==> config.mk <==
export PLATFORM = sky130hd
export DESIGN_NAME = fetch_stage
export DESIGN_NICKNAME = d
export VERILOG_FILES = /design/src/rtl/fetch_stage.sv
export SDC_FILE = /design/constraint.sdc
export NUM_CORES = 1
export LEC_CHECK = 0
export BUFFER_PORTS_ARGS = -buffer_cell sky130_fd_sc_hd__buf_2
export CAP_MARGIN = 5
export CORE_UTILIZATION = 45
export DETAILED_ROUTE_END_ITERATION = 10
export GPL_TIMING_DRIVEN = 1
export HOLD_SLACK_MARGIN = 0.06
export PLACE_DENSITY = 0.75
export SYNTH_ARGS = -nofsm -noshare
export SYNTH_HDL_FRONTEND = slang
export SYNTH_SLANG_ARGS = --single-unit
export TNS_END_PERCENT = 50
==> constraint.sdc <==
create_clock -name clk -period 3.7 [get_ports clk]
set_input_delay 0.74 -clock clk [delete_from_list [all_inputs] [get_ports clk]]
set_output_delay 0.74 -clock clk [all_outputs]
set_load 0.01 [all_outputs]
==> src/rtl/fetch_stage.sv <==
// Instruction fetch stage: PC, credit-limited imem requests, in-order response FIFO and redirect flush.
// Optional FETCH_PERF_CNT_EN adds fetch_cnt / drop_word_cnt performance counters.
module fetch_stage #(
    parameter logic [31:0] RESET_PC = 32'h0000_0000,
    parameter int          DEPTH    = 4
) (
    input  logic        clk,
    input  logic        reset,
    output logic        imem_req_valid,
    input  logic        imem_req_ready,
    output logic [31:0] imem_addr,
    input  logic        imem_rsp_valid,
    input  logic [31:0] imem_rsp_data,
    input  logic        redirect_valid,
    input  logic [31:0] redirect_pc,
    output logic        instr_valid,
    input  logic        instr_ready,
    output logic [31:0] instr_data,
    output logic [31:0] instr_pc
`ifdef FETCH_PERF_CNT_EN
    ,
    output logic [31:0] fetch_cnt,
    output logic [31:0] drop_word_cnt
`endif
);
    localparam int             AW      = $clog2(DEPTH);
    localparam int             CW      = AW + 1;
    localparam logic [CW-1:0]  DEPTH_C = CW'(DEPTH);

    logic [31:0]   pc_q;
    logic [CW-1:0] outstanding;
    logic [CW-1:0] fifo_count;
    logic [CW-1:0] drop_cnt;
    logic [AW-1:0] fifo_wr, fifo_rd;
    logic [AW-1:0] pcq_wr, pcq_rd;

    logic [31:0] fifo_data [DEPTH];
    logic [31:0] fifo_pc   [DEPTH];
    logic [31:0] pcq_mem   [DEPTH];

    logic        req_fire;
    logic        rsp_drop;
    logic        push;
    logic        pop;
    logic [CW:0] credit_used;
    logic [1:0]  unused_pc_bits;

    assign unused_pc_bits = redirect_pc[1:0];

    // NOTE: every signal assigned in always_comb gets a value on every path, so no latch is inferred.
    always_comb begin
        credit_used    = {1'b0, outstanding} + {1'b0, fifo_count};
        imem_req_valid = !reset && !redirect_valid && (credit_used < {1'b0, DEPTH_C});
        req_fire       = imem_req_valid && imem_req_ready;
        rsp_drop       = imem_rsp_valid && (redirect_valid || (drop_cnt != '0));
        push           = imem_rsp_valid && !rsp_drop;
        pop            = instr_valid && instr_ready && !redirect_valid;
    end

    assign imem_addr   = pc_q;
    assign instr_valid = (fifo_count != '0);
    assign instr_data  = instr_valid ? fifo_data[fifo_rd] : '0;
    assign instr_pc    = instr_valid ? fifo_pc[fifo_rd]   : '0;

    // NOTE: sequential state uses non-blocking assignments so every register samples pre-edge values.
    always_ff @(posedge clk) begin
        if (reset) begin
            pc_q        <= RESET_PC;
            outstanding <= '0;
            fifo_count  <= '0;
            drop_cnt    <= '0;
            fifo_wr     <= '0;
            fifo_rd     <= '0;
            pcq_wr      <= '0;
            pcq_rd      <= '0;
        end else begin
            // Outstanding includes requests already condemned by drop_cnt; imem still answers them.
            outstanding <= outstanding + CW'(req_fire) - CW'(imem_rsp_valid);
            if (redirect_valid) begin
                pc_q       <= {redirect_pc[31:2], 2'b00};
                drop_cnt   <= outstanding - CW'(imem_rsp_valid);
                fifo_count <= '0;
                fifo_wr    <= '0;
                fifo_rd    <= '0;
                pcq_wr     <= '0;
                pcq_rd     <= '0;
            end else begin
                if (req_fire) begin
                    pc_q   <= pc_q + 32'd4;
                    pcq_wr <= pcq_wr + 1'b1;
                end
                if (rsp_drop)
                    drop_cnt <= drop_cnt - 1'b1;
                if (push) begin
                    fifo_wr <= fifo_wr + 1'b1;
                    pcq_rd  <= pcq_rd + 1'b1;
                end
                if (pop)
                    fifo_rd <= fifo_rd + 1'b1;
                fifo_count <= fifo_count + CW'(push) - CW'(pop);
            end
        end
    end

    // NOTE: storage arrays are not reset; the pointers and counts alone decide which entries are live.
    always_ff @(posedge clk) begin
        if (req_fire)
            pcq_mem[pcq_wr] <= pc_q;
        if (push) begin
            fifo_data[fifo_wr] <= imem_rsp_data;
            fifo_pc[fifo_wr]   <= pcq_mem[pcq_rd];
        end
        if (!reset && push && !pop)
            assert (fifo_count != DEPTH_C);
    end

`ifdef FETCH_PERF_CNT_EN
    always_ff @(posedge clk) begin
        if (reset) begin
            fetch_cnt     <= '0;
            drop_word_cnt <= '0;
        end else begin
            if (pop)
                fetch_cnt <= fetch_cnt + 32'd1;
            // A flush discards every buffered word plus any response landing in the same cycle.
            if (redirect_valid)
                drop_word_cnt <= drop_word_cnt + 32'(fifo_count) + 32'(imem_rsp_valid);
            else if (rsp_drop)
                drop_word_cnt <= drop_word_cnt + 32'd1;
        end
    end
`endif

endmodule

# Word level (Yosys, flattened, before mapping)
# Memory sizes are Yosys's and may differ from the RTL's. A register that Yosys moved wholly into a read port is not among the register bits.
# Cells that the tools add are included.
[op_classes]
addsub = 12
n_mul = 0
n_div = 0
order_cmp = 1
n_eq_ne = 0
n_shift = 0
muxes = 16
bitwise = 0
n_reduce_logical = 16
[op_table]
columns = ["op", "n"]
rows = [
  ["32-bit 2-to-1 mux", 4],
  ["32-bit by 3-bit adder with 32-bit output, second input constant", 1],
  ["2-bit 2-to-1 mux", 6],
  ["3-bit by 1-bit subtractor with 3-bit output", 3],
  ["2-bit by 1-bit adder with 2-bit output, second input constant", 4],
  ["1-bit logical AND", 7],
  ["3-bit by 1-bit adder with 3-bit output", 2],
  ["3-bit 2-to-1 mux", 2],
  ["3-bit nonzero test", 2],
  ["3-bit by 3-bit adder with 4-bit output", 1],
  ["4-bit by 3-bit < comparator with 1-bit output, second input constant", 1],
  ["1-bit 2-to-1 mux", 4],
  ["2-bit nonzero test", 2],
  ["1-bit logical NOT", 3],
  ["3-bit by 1-bit subtractor with 3-bit output, second input constant", 1],
  ["2-bit OR reduction", 1],
  ["1-bit logical OR", 1],
]
[totals]
ff_bits = 49
latchBits = 0
ram_bits = 384
romBits = 0
inputBits = 70
output_inout_bits = 98
elab_cells = 57
memories = 3
[memory_table]
columns = ["name", "depth", "width", "read_ports", "rd_clocked_by_memory_dff", "write_ports", "line", "source"]
rows = [
  ["fifo_data", 4, 32, 1, 1, 1, "37", "logic [31:0] fifo_data [DEPTH];"],
  ["fifo_pc", 4, 32, 1, 1, 1, "38", "logic [31:0] fifo_pc [DEPTH];"],
  ["pcq_mem", 4, 32, 1, 1, 1, "39", "logic [31:0] pcq_mem [DEPTH];"],
]

# Longest topological paths before layout
[depth]
depth_word = 7
mapped_depth = 14
mapped_depth_nobuf = 11

# Worst setup path after synthesis
# OpenSTA, ideal clock, no wires.
[synth_path]
path_kind = "input to register"
start = "in imem_rsp_valid"
end = "mem fifo_data[1][0] (enable)"
setup_time_ns = 0.426
arrival_ns = 2.681
required_time_ns = 3.274
slack_ns = 0.593
path_stages = 2
n_path_buf = 0
cell_sequence = "nor3b_2 -> and2_1"
[synth_via]
elab_chain_len = 5
[synth_lines]
columns = ["item", "line", "source"]
rows = [
  ["start: declaration", "12", "input logic imem_rsp_valid,"],
  ["1-bit logical AND", "55", "rsp_drop = imem_rsp_valid && (redirect_valid || (drop_cnt != '0));"],
  ["1-bit logical NOT", "56", "push = imem_rsp_valid && !rsp_drop;"],
  ["1-bit logical AND *", "56", ""],
  ["1-bit 2-to-1 mux *", "109", "if (push) begin"],
  ["1-bit 2-to-1 mux (not written as such) *", "110", "fifo_data[fifo_wr] <= imem_rsp_data;"],
  ["end: declaration", "37", ""],
]
# Mark *: on every way between the ends. The rest lies on a longest branch, timed or not.

==> metrics.yaml <==
floorplanning:
  rows: 70
  coreArea_um2: 36520
  initial_core_util: 0.4555
  die-height_um: 194.3
  design.die.area_um2: 37740
  die_x_um: 194.3
  ios: 168
clock_tree:
  cts_buffers: 43
  cts-root-buf: "clkbuf_16"
  cts.sinks: 419
  clock_path_buffers: 3
  insertion_delay_ns: 0.53
  hold_buffers: 0
  h-tree-depth: 2
  clk_pin_slew_worst_paths_ns: 0.06
  post_cts_resized: 0
  post_cts_buffers: 0
  cts_tree: "done"
synthesis:
  yosys.area.top_type: "edfxtp_1"
  avgSynthCellArea_um2: 18.20
  synth-simple-area-share: 0.07175
  synth_edf_count: 368
  synthFlopType: "edfxtp_1"
  netlist.area_leader.share: 0.6643
  ys_seq_elements: 419
  synth_mux_area_frac: 0.1258
  synth.distinct_cells: 58
  yosysSeqAreaShare: 0.7256
  ys_top_cells_by_area: "edfxtp_1, mux4_2, dfxtp_1"
  synth_fa_ha_area_frac: 0.01670
  yosysWarnings: 0
  synthCells: 914
  synthXorXnorAreaFrac: 0.01158
  synth_compound_area_frac: 0.02933
  synth_top_family_by_area: "multiplexers"
  postSynth.asyncResetShare: 0
  syn-cell-area_um2: 16640
run:
  maxCapViolCount: 0
detailed_routing:
  vias_per_cell: 5.499
  totalWireLength_um: 32960
  wire_per_inst_um: 20.60
  via_count: 8798
  final_antenna_net_count: 0
  drtPass1Iterations: 5
  drtIter0Drc: 547
  drc: 0
worst_setup_path:
  startpoint_type: "flip-flop"
  r2r.worst_path.cells: 11
  r2r-end: "outstanding[2]$_SDFF_PP0_"
  crit_fanout: 24
  crit_required_ns: 2.96
  r2r_slack_ns: 0.76
  cp-end-kind: "primary output"
  cp_data_arrival_time_ns: 2.36
  critical_path.endpoint: "instr_data[12]"
  worstReg2RegStart: "outstanding[2]$_SDFF_PP0_"
  critPathKind: "flip-flop to primary output"
timing:
  fmax_ghz: 0.3224
  post-route-min-period_ns: 3.102
  drv_slew: 0
  worstMarginPinSlew_ns: 0.7987
  setup_viol: 0
  skew_ns: 0.01383
  fin_crit_sh: 0.8384
  rsz0062_at_grt: "no"
  fin_tns_setup_ns: 0
  hold_viol_final: 0
  setup_slack_ns: 0.5981
  slew_headroom: 0.4675
power_and_ir_drop:
  p_leak_nw: 6.624
  p_per_area_nw_per_um2: 539.0
  worst_ir_drop_vdd_mv: 0.2872
finish:
  multi_input_area_um2: 4270
  fillers: 2826
  antennaDiodeCount: 0
  regArea_um2: 12080
  layout-drive-gt1-share: 0.3189
  area_delta_synth_final_pct: 18.31
  layout_commonest_cell: "edfxtp_1"
  nets: 1192
  layout.cells.non_filler: 1600
  layout_common_cells: "edfxtp_1, buf_2, mux4_2"
status:
  outcome: "complete, no violations"
grt:
  grtUsageMet3: 0.02992
  met2_usage: 0.2846
  grt_overflow: 0
  grt_pass1_wl_um: 51660
  grt_pass1_vias: 8986
  antenna_found_initial: 0
  grt_max_degree: 64
  top_usage_layer: "met2"
  grt_use_met1: 0.2540
  grt.total_usage: 0.1782
min_path:
  hold_class: "input port to flip-flop"
placed_design:
  port_buffers: 161
  dp_hpwl_um: 20380
  gp_congestion: 0.8654
  post-place-ws_ns: 0.6392
  placed_cells: 1524
==> registers in the layout, summed over array words and instances, names as in the netlist, named ones only <==
register,cells
fifo_count,3
drop_cnt,3
pcq_mem,120
fifo_wr,2
pcq_wr,2
outstanding,3
fifo_pc,120
imem_addr,30
fifo_rd,2
pcq_rd,2
fifo_data,128
==> synthesized netlist by cell type, types with 15 or more instances <==
cell / instances
clkbuf_1: 24
edfxtp_1: 368
a21oi_1: 30
inv_1: 22
dfxtp_1: 51
nor2b_1: 64
ha_1: 19
xnor2_1: 20
mux4_2: 92
and2_1: 15
nand2_1: 32
nor2_1: 30
==> stage by stage <==
stage	area, um^2	util	total power [W]	hold slack (ns)
floorplan	16650	-	0.005848	0.4649
global placement	18170	0.4974	0.006081	0.4839
detailed placement	18170	0.4974	0.006107	0.4940
CTS	19680	0.5389	0.01072	0.3992
global route	19680	0.5389	0.01097	0.4099
finish	19680	0.5389	0.01061	0.4296
==> cells by family after synthesis <==
logic type	after synthesis
AO/OA/AOI/OAI	76
XOR/XNOR	22
adder cells (fa/ha/maj)	21
buffers and inverters	72
flip-flops	419
multiplexers	94
other	1
AND/OR/NAND/NOR	209
==> final cells by class <==
class                           count  share of cell area
Clock buffer                       52             0.05855
Clock inverter                     24             0.01843
Inverter                           23            0.004386
Multi-Input combinational cell    426              0.2170
Sequential cell                   419              0.6137
Tap cell                          468             0.02975
Timing Repair Buffer              188             0.05823
==> worst min-delay path by stage <==
| stage | startpoint | to | slack (ns) | cells past startpoint |
|---|---|---|---|---|
| 2_1_floorplan | pcq_wr[1]$_SDFFE_PP0P_ | pcq_wr[1]$_SDFFE_PP0P_ | 0.46 | 2 |
| 3_3_place_gp | pcq_wr[1]$_SDFFE_PP0P_ | pcq_wr[1]$_SDFFE_PP0P_ | 0.48 | 2 |
| 3_5_place_dp | pcq_wr[1]$_SDFFE_PP0P_ | pcq_wr[1]$_SDFFE_PP0P_ | 0.49 | 2 |
| 4_1_cts | imem_rsp_data[31] | fifo_data[2][31]$_DFFE_PP_ | 0.40 | 1 |
| 5_1_grt | imem_rsp_data[31] | fifo_data[1][31]$_DFFE_PP_ | 0.41 | 1 |
| 6_report | imem_rsp_data[31] | fifo_data[1][31]$_DFFE_PP_ | 0.43 | 1 |
==> routing by layer <==
layer | vias up | share of wire
met5 | - | 0
met4 | 0 | 0.020
met3 | 50 | 0.061
met2 | 309 | 0.48
met1 | 4449 | 0.44
li1 | 3990 | -
==> critical path, stage by stage, from the launching register on <==
cell	delay, ns
dfxtp_4	0.69
buf_4	0.31
mux4_2	0.52
nor2b_1	0.14
buf_2	0.15
==> where the power goes <==
part           internal (W)  leakage, nW  switching (W)  total [W]
Clock               0.00290        0.736        0.00170    0.00461
Sequential          0.00528         3.77       0.000109    0.00539
Combinational      0.000267         2.12       0.000343   0.000610
Total               0.00845         6.62        0.00216     0.0106
(Power assumes the default switching activity.)
